--- src/rtl/lfsr_stream_cipher.sv ---
// LFSR keystream encrypter/decrypter with runtime reseed, warm-up phase,
// lock-up guard, per-word bypass and a single registered output stage.
//
// Handshake: a word moves across an interface on a rising clk edge where
// valid and ready are both high. in_ready may depend combinationally on
// out_ready and seed_valid. out_valid/out_data come straight from flops and
// hold steady while out_valid && !out_ready.
module lfsr_stream_cipher #(
  parameter int                 WIDTH  = 8,
  parameter int                 DATA_W = 8,
  parameter logic [WIDTH-1:0]   TAPS   = 8'hE1,
  parameter logic [WIDTH-1:0]   SEED   = 8'h41,
  parameter int unsigned        WARMUP = 0,
  parameter int                 CNT_W  = 16
) (
  input  logic              clk,
  input  logic              rst_n,
  input  logic              seed_valid,
  input  logic [WIDTH-1:0]  seed_data,
  input  logic              in_valid,
  output logic              in_ready,
  input  logic [DATA_W-1:0] in_data,
  input  logic              in_bypass,
  output logic              out_valid,
  input  logic              out_ready,
  output logic [DATA_W-1:0] out_data,
  output logic              busy,
  output logic [CNT_W-1:0]  words_done
);

  // Warm-up counter covers WARMUP in 0..255.
  localparam logic [7:0] WARM_INIT = 8'(WARMUP);

  typedef enum logic {
    ST_WARM = 1'b0,
    ST_RUN  = 1'b1
  } state_e;

  localparam state_e ST_INIT = (WARMUP == 0) ? ST_RUN : ST_WARM;

  state_e             state_q, state_d;
  logic [7:0]         warm_q, warm_d;
  logic [WIDTH-1:0]   lfsr_q, lfsr_d;
  logic               out_valid_q, out_valid_d;
  logic [DATA_W-1:0]  out_data_q, out_data_d;
  logic [CNT_W-1:0]   cnt_q, cnt_d;
  logic               accept;
  logic [WIDTH-1:0]   lfsr_step;

  // Fibonacci step; an all-zero result would freeze the register, so the
  // seed is substituted instead.
  function automatic logic [WIDTH-1:0] lfsr_next(input logic [WIDTH-1:0] s);
    logic [WIDTH-1:0] n;
    n = {s[WIDTH-2:0], ^(s & TAPS)};
    if (n == '0) n = SEED;
    return n;
  endfunction

  assign lfsr_step = lfsr_next(lfsr_q);
  assign accept    = in_valid && in_ready;

  // FSM state register: warm-up counter and mode.
  always_ff @(posedge clk) begin
    if (!rst_n) begin
      state_q <= ST_INIT;
      warm_q  <= WARM_INIT;
    end else begin
      state_q <= state_d;
      warm_q  <= warm_d;
    end
  end

  // FSM next state: reseed restarts warm-up, WARM counts down to RUN.
  always_comb begin
    state_d = state_q;
    warm_d  = warm_q;
    if (seed_valid) begin
      state_d = ST_INIT;
      warm_d  = WARM_INIT;
    end else if (state_q == ST_WARM) begin
      warm_d = warm_q - 8'd1;
      if (warm_q <= 8'd1) state_d = ST_RUN;
    end
  end

  // FSM outputs: input accepted only in RUN, never during a reseed cycle.
  always_comb begin
    busy     = (state_q == ST_WARM);
    in_ready = rst_n && (state_q == ST_RUN) && !seed_valid &&
               (!out_valid_q || out_ready);
  end

  // Datapath registers: LFSR, output stage and word counter.
  always_ff @(posedge clk) begin
    if (!rst_n) begin
      lfsr_q      <= SEED;
      out_valid_q <= 1'b0;
      out_data_q  <= '0;
      cnt_q       <= '0;
    end else begin
      lfsr_q      <= lfsr_d;
      out_valid_q <= out_valid_d;
      out_data_q  <= out_data_d;
      cnt_q       <= cnt_d;
    end
  end

  // Datapath next state: reseed, warm-up stepping, or accepting a word.
  always_comb begin
    lfsr_d      = lfsr_q;
    out_valid_d = out_valid_q;
    out_data_d  = out_data_q;
    cnt_d       = cnt_q;
    // A delivered word frees the stage unless refilled below.
    if (out_ready) out_valid_d = 1'b0;
    if (seed_valid) begin
      lfsr_d = (seed_data == '0) ? SEED : seed_data;
      cnt_d  = '0;
    end else if (state_q == ST_WARM) begin
      lfsr_d = lfsr_step;
    end else if (accept) begin
      out_valid_d = 1'b1;
      if (in_bypass) begin
        out_data_d = in_data;
      end else begin
        out_data_d = in_data ^ lfsr_q[DATA_W-1:0];
        lfsr_d     = lfsr_step;
        if (cnt_q != '1) cnt_d = cnt_q + CNT_W'(1);
      end
    end
  end

  assign out_valid  = out_valid_q;
  assign out_data   = out_data_q;
  assign words_done = cnt_q;

endmodule

--- config.mk ---
export PLATFORM = sky130hd
export DESIGN_NAME = lfsr_stream_cipher
export DESIGN_NICKNAME = d
export VERILOG_FILES = /design/src/rtl/lfsr_stream_cipher.sv
export SDC_FILE = /design/constraint.sdc
export NUM_CORES = 1
export LEC_CHECK = 0
export ABC_CLOCK_PERIOD_IN_PS = 2790
export CAP_MARGIN = 25
export CORE_ASPECT_RATIO = 0.6
export CORE_MARGIN = 1
export CORE_UTILIZATION = 50
export CTS_CLUSTER_DIAMETER = 40
export DETAILED_ROUTE_END_ITERATION = 8
export PLACE_DENSITY = 0.79
export SLEW_MARGIN = 10
export SYNTH_ARGS = -nofsm -noshare
export SYNTH_HDL_FRONTEND = slang
export SYNTH_SLANG_ARGS = --single-unit
--- constraint.sdc ---
create_clock -name clk -period 2.79 [get_ports clk]
set_input_delay 0.558 -clock clk [delete_from_list [all_inputs] [get_ports clk]]
set_output_delay 0.558 -clock clk [all_outputs]
set_load 0.01 [all_outputs]
== After elaboration in Yosys (flattened, before gate mapping) ==
Index checks and enable logic that the tools add are counted.
Widths: inputs -> output; s select.
Storage, ports and cells
  register bits after elaboration: 42
  output and inout port bits: 27
  word-level logic and storage cells: 44
Operators by class
  $add $sub $neg: 2
  magnitude comparators: 1
  eq/ne operators: 3
  muxes and demuxes: 12
  bitwise operators: 5
  reduce and logical (&&, ||, !) cells: 15
Operator list (count)
  $mux 8: 7
  $add 16x1->16 const B: 1
  $logic_not 8->1: 2
  $ne 16x16->1 const B: 1
  $le 8x1->1 const B: 1
  $reduce_xor 8->1: 1
  $sub 8x1->8 const B: 1
  $xor 8x8->8: 1
  $mux 1: 5
  $logic_and 1x1->1: 4
  $not 1->1: 4
  $reduce_and 4->1: 1
  $ne 3x2->1 const B: 1
  $ne 3x3->1 const B: 1
  $reduce_and 3->1: 1
  $reduce_or 3->1: 1
  $logic_not 1->1: 2
  $reduce_and 2->1: 1
  $reduce_or 2->1: 1
  $logic_or 1x1->1: 1

== Longest topological paths before layout ==
Gate-level depths: netlist of the first run.
  word-level depth: 7
  depth in mapped cells: 7
  depth with buffers taken out: 7

== Least setup slack after synthesis of the first run ==
OpenSTA, ideal clock, no wires.
  kind: input to register
  start point: in rst_n
  end point: reg cnt_q[13] (netlist: words_done[13])
  arrival time: 2123 ps
  setup slack: 597 ps
  stages on the path: 7
  cells stage by stage: buf_4 > nand2b_4 > buf_6 > or4_1 > buf_2 > or4_1 > a21oi_1
Between the ends
  longest elaborated chain between the ends: 5
  elaborated cells between the ends (all ways): 7
  those cells by class: bitwise (1); reduce/logical (6)
RTL lines
  start: declaration: RTL line 17  | input logic rst_n,
  $logic_and 1x1->1 (3 in series): RTL line 89  | in_ready = rst_n && (state_q == ST_RUN) && !seed_valid &&
  $logic_and 1x1->1: RTL line 60  | assign accept = in_valid && in_ready;
  $reduce_and 4->1 (no line)
  end signal: assignment: RTL line 104  | cnt_q <= cnt_d;
  end: declaration: RTL line 46  | logic [CNT_W-1:0] cnt_q, cnt_d;
Several ways; a longest one is shown, not always the timed one.
A chain may end at the register's enable or synchronous reset.

== Worst setup path in the final report of the first run ==
  start point: in out_ready
  end point: out in_ready
Between the ends
  longest elaborated chain between the ends: 2
RTL lines
  start: declaration: RTL line 25  | input logic out_ready,
  $logic_or 1x1->1: RTL line 90  | (!out_valid_q || out_ready);
  $logic_and 1x1->1: RTL line 89
  end: declaration: RTL line 21  | output logic in_ready,
Every way passes these cells.

==> impl_summary.txt, run 1 <==
----------------------------------------------------
[Die]
  Die Outline Area ... 4630 sq um
  Floorplan die height ... between 50 and 60 microns
  Die Span X ... around 87 microns
  Total core area ... around 4100 sq um
  Number of top-level design ports ... between 40 and 50
  Initial Utilization ... 0.525
  Row count ... 18

[STA]
  Skew final ... between 8 and 9 ps
  Setup TNS ... 0 ps
  Final setup viols ... 0
  Ratio of final minimum period to clock period ... 0.919
  Setup slack of the critical path after layout ... approximately 230 ps
  Hold violation total from the final report ... 0
  Worst Tran Pin Value ... about 630 ps
  Setup repair after global routing missed its margin ... false
  Max-slew headroom at the worst pin ... 0.578
  Minimum clock period ... 2560 ps
  Total count of max-transition violations in the final report ... 0
  Fmax ... 390 MHz

[Finish]
  Fill cells ... around 340
  Layout net count ... about 320
  P&R area growth vs syn ... 29.6%
  Area of the multi-input gates ... about 1200 sq um
  Core Util, Final ... 0.681
  Layout cells sized above 1 ... 0.0584
  Top library cells by usage in the layout, fill and taps aside ... sky130_fd_sc_hd__clkdlybuf4s50_1, sky130_fd_sc_hd__dfxtp_1, sky130_fd_sc_hd__nand2_1
  Filler-free cell count of the finished design ... approximately 350
  FF/Latch Area ... 841 sq um
  Most common cell after layout, fill and taps aside ... sky130_fd_sc_hd__clkdlybuf4s50_1
  Number of diodes ... 0

[Logic synthesis]
  Mean post-synth cell area ... between 8 and 9 sq um
  Cell count after synthesis ... around 240
  Count of unique library cells instantiated by Yosys ... 45
  Number of enable flip-flop cells after synthesis ... 0
  Proportion of synthesized flip-flops having asynchronous set or reset ... 0
  Synth warnings ... 0
  Summed instance area of the synthesized netlist ... roughly 2200 sq um
  Sequential share of the synthesized area ... 0.386
  Number of storage elements in the synthesis netlist ... 42
  Dominant register cell in the synthesized netlist ... sky130_fd_sc_hd__dfxtp_1
  Number of nets produced by synthesis ... between 200 and 300

[Clocking]
  Number of levels the H-tree was split into ... 2
  CTS tree ... done
  Buffers from clock root to sink, at most ... 2
  Clock insertion delay at the later pin of the skew report ... 290 ps
  Clk slew on worst S/H paths ... roughly 80 ps
  Clock root buffer master ... sky130_fd_sc_hd__clkbuf_8
  Number of gates resized after CTS ... 0
  TritonCTS Buffers ... 5
  Cts hold-fix bufs ... 0
  Number of clock sinks ... 42
  Setup fix buffers added after clock tree synthesis ... 0

[Drt]
  Routed wirelength normalized by instance count ... 15.8 microns
  DRT Wirelength ... about 5.5 mm
  Post-DR vias/cell ... about 5.8
  Drc violations ... 0
  Via count ... slightly above 2000
  DR pass1 iterations ... 4
  First DRT Iteration DRCs ... between 150 and 200
  Antenna-violating nets left ... 0

[GRT]
  Number of global-route vias before repair ... around 1800
  Pin count of the biggest net entering global routing ... 19
  Global-route congestion overflow total ... 0
  Global-route wire length before repair ... between 8 and 9 mm
  Global-route total usage across every layer ... 0.255
  Antenna violations before repair ... 0

[Worst setup path]
  Worst setup slack for register-to-register paths ... a little under 700 ps
  Capturing element type of the critical path ... primary output
  Data arrival time of the critical path ... 2010 ps
  Maximum fanout encountered on the critical timing path ... 8
  Class of the most critical setup path ... in2out
  Endpoint required time on the critical path ... 2230 ps
  CP startpoint kind ... primary input

[Outcome]
  Status ... completed

[Place]
  Pre-CTS WS ... between 100 and 150 ps
  Final estimated routing congestion in global placement ... around 0.86
  Placed cell count ... between 300 and 400
  Port buffer count ... between 40 and 50
  Post-detailed-placement half-perimeter wirelength ... a little over 4 mm

[Power and ir drop]
  PwrDens ... 448 nW/um^2
  Maximum ir drop on the vdd rail ... 0.000304 V
  Standby leakage power ... ~1.1 nW

[Flow run]
  Max cap viols ... 0

[Worst hold path]
  Class of the tightest hold or removal check ... reg2reg

----------------------------------------------------
==> routing by layer <==
layer  part of all wire  track usage
met5                  0            0
met4              0.016       0.0792
met3              0.088       0.0608
met2               0.41        0.364
met1               0.49        0.375
==> synth_stat cells, types with 6 or more instances <==
cell type,number,area share
sky130_fd_sc_hd__o31ai_1,9,0.031
sky130_fd_sc_hd__o21ai_0,6,0.014
sky130_fd_sc_hd__clkbuf_1,11,0.019
sky130_fd_sc_hd__or4_1,12,0.041
sky130_fd_sc_hd__mux2i_1,6,0.028
sky130_fd_sc_hd__nand2_1,16,0.028
sky130_fd_sc_hd__nand3_1,11,0.025
sky130_fd_sc_hd__nor2b_1,11,0.032
sky130_fd_sc_hd__inv_1,7,0.012
sky130_fd_sc_hd__dfxtp_1,42,0.39
sky130_fd_sc_hd__o211a_1,14,0.064
sky130_fd_sc_hd__xnor2_1,14,0.056
sky130_fd_sc_hd__a21oi_1,12,0.028
sky130_fd_sc_hd__nor2_1,13,0.022
==> flip-flops by register name (all words and copies together), names as in the netlist <==
| register | count |
|---|---|
| warm_q | 8 |
| out_data | 8 |
| out_valid | 1 |
| words_done | 16 |
| state_q | 1 |
| lfsr_q | 8 |
==> per-stage QoR <==
step           hold WS [ps]  instance area [sq um]  total power, mW
2_1_floorplan           472                   2180            0.722
3_5_place_dp            487                   2710            0.792
4_1_cts                 507                   2820             1.27
3_3_place_gp            479                   2710            0.788
6_report                502                   2820             1.26
5_1_grt                 524                   2820             1.31
==> cells by family after synthesis <==
kind of cell             share of synthesized area
AND/OR/NAND/NOR                              0.249
AO/OA/AOI/OAI                                0.207
flip-flops                                   0.386
buffers and inverters                       0.0460
XOR/XNOR                                    0.0603
multiplexers                                0.0276
adder cells (fa/ha/maj)                     0.0230
==> worst paths after layout <==
kind                       startpoint                          end  cells past startpoint
max                         out_ready                     in_ready                      4
min          out_data[6]$_SDFFE_PN0P_     out_data[6]$_SDFFE_PN0P_                      1
max reg2reg        state_q$_SDFF_PP1_  words_done[13]$_SDFFE_PP0P_                      4
min reg2reg  out_data[6]$_SDFFE_PN0P_     out_data[6]$_SDFFE_PN0P_                      1
==> report_power, final <==
part | switching, mW | leakage [nW] | internal, mW | total (mW)
registers | 0.0128 | 0.341 | 0.616 | 0.628
clock network | 0.218 | 0.0514 | 0.267 | 0.485
logic | 0.0682 | 0.702 | 0.0829 | 0.151
total | 0.299 | 1.10 | 0.966 | 1.26
==> critical path, cell delays in order <==
cell and delay, ps:
sky130_fd_sc_hd__clkdlybuf4s50_1 400, sky130_fd_sc_hd__nor2b_1 430, sky130_fd_sc_hd__nor3_1 110, sky130_fd_sc_hd__clkdlybuf4s50_1 500
==> layout make-up <==
cell class | count | area share
Multi-Input combinational cell | 179 | 0.438
Clock inverter | 2 | 0.0133
Inverter | 7 | 0.00931
Timing Repair Buffer | 55 | 0.189
Clock buffer | 6 | 0.0257
Tap cell | 60 | 0.0266
Sequential cell | 42 | 0.298
No activity file was read; power rests on OpenSTA's default activity.
==> inputs of run 2 (changes only) <==
SLEW_MARGIN = unset   (was 10)
==> results of run 2 <==
The final DEF is identical to that of run 1; final timing and power are the same.
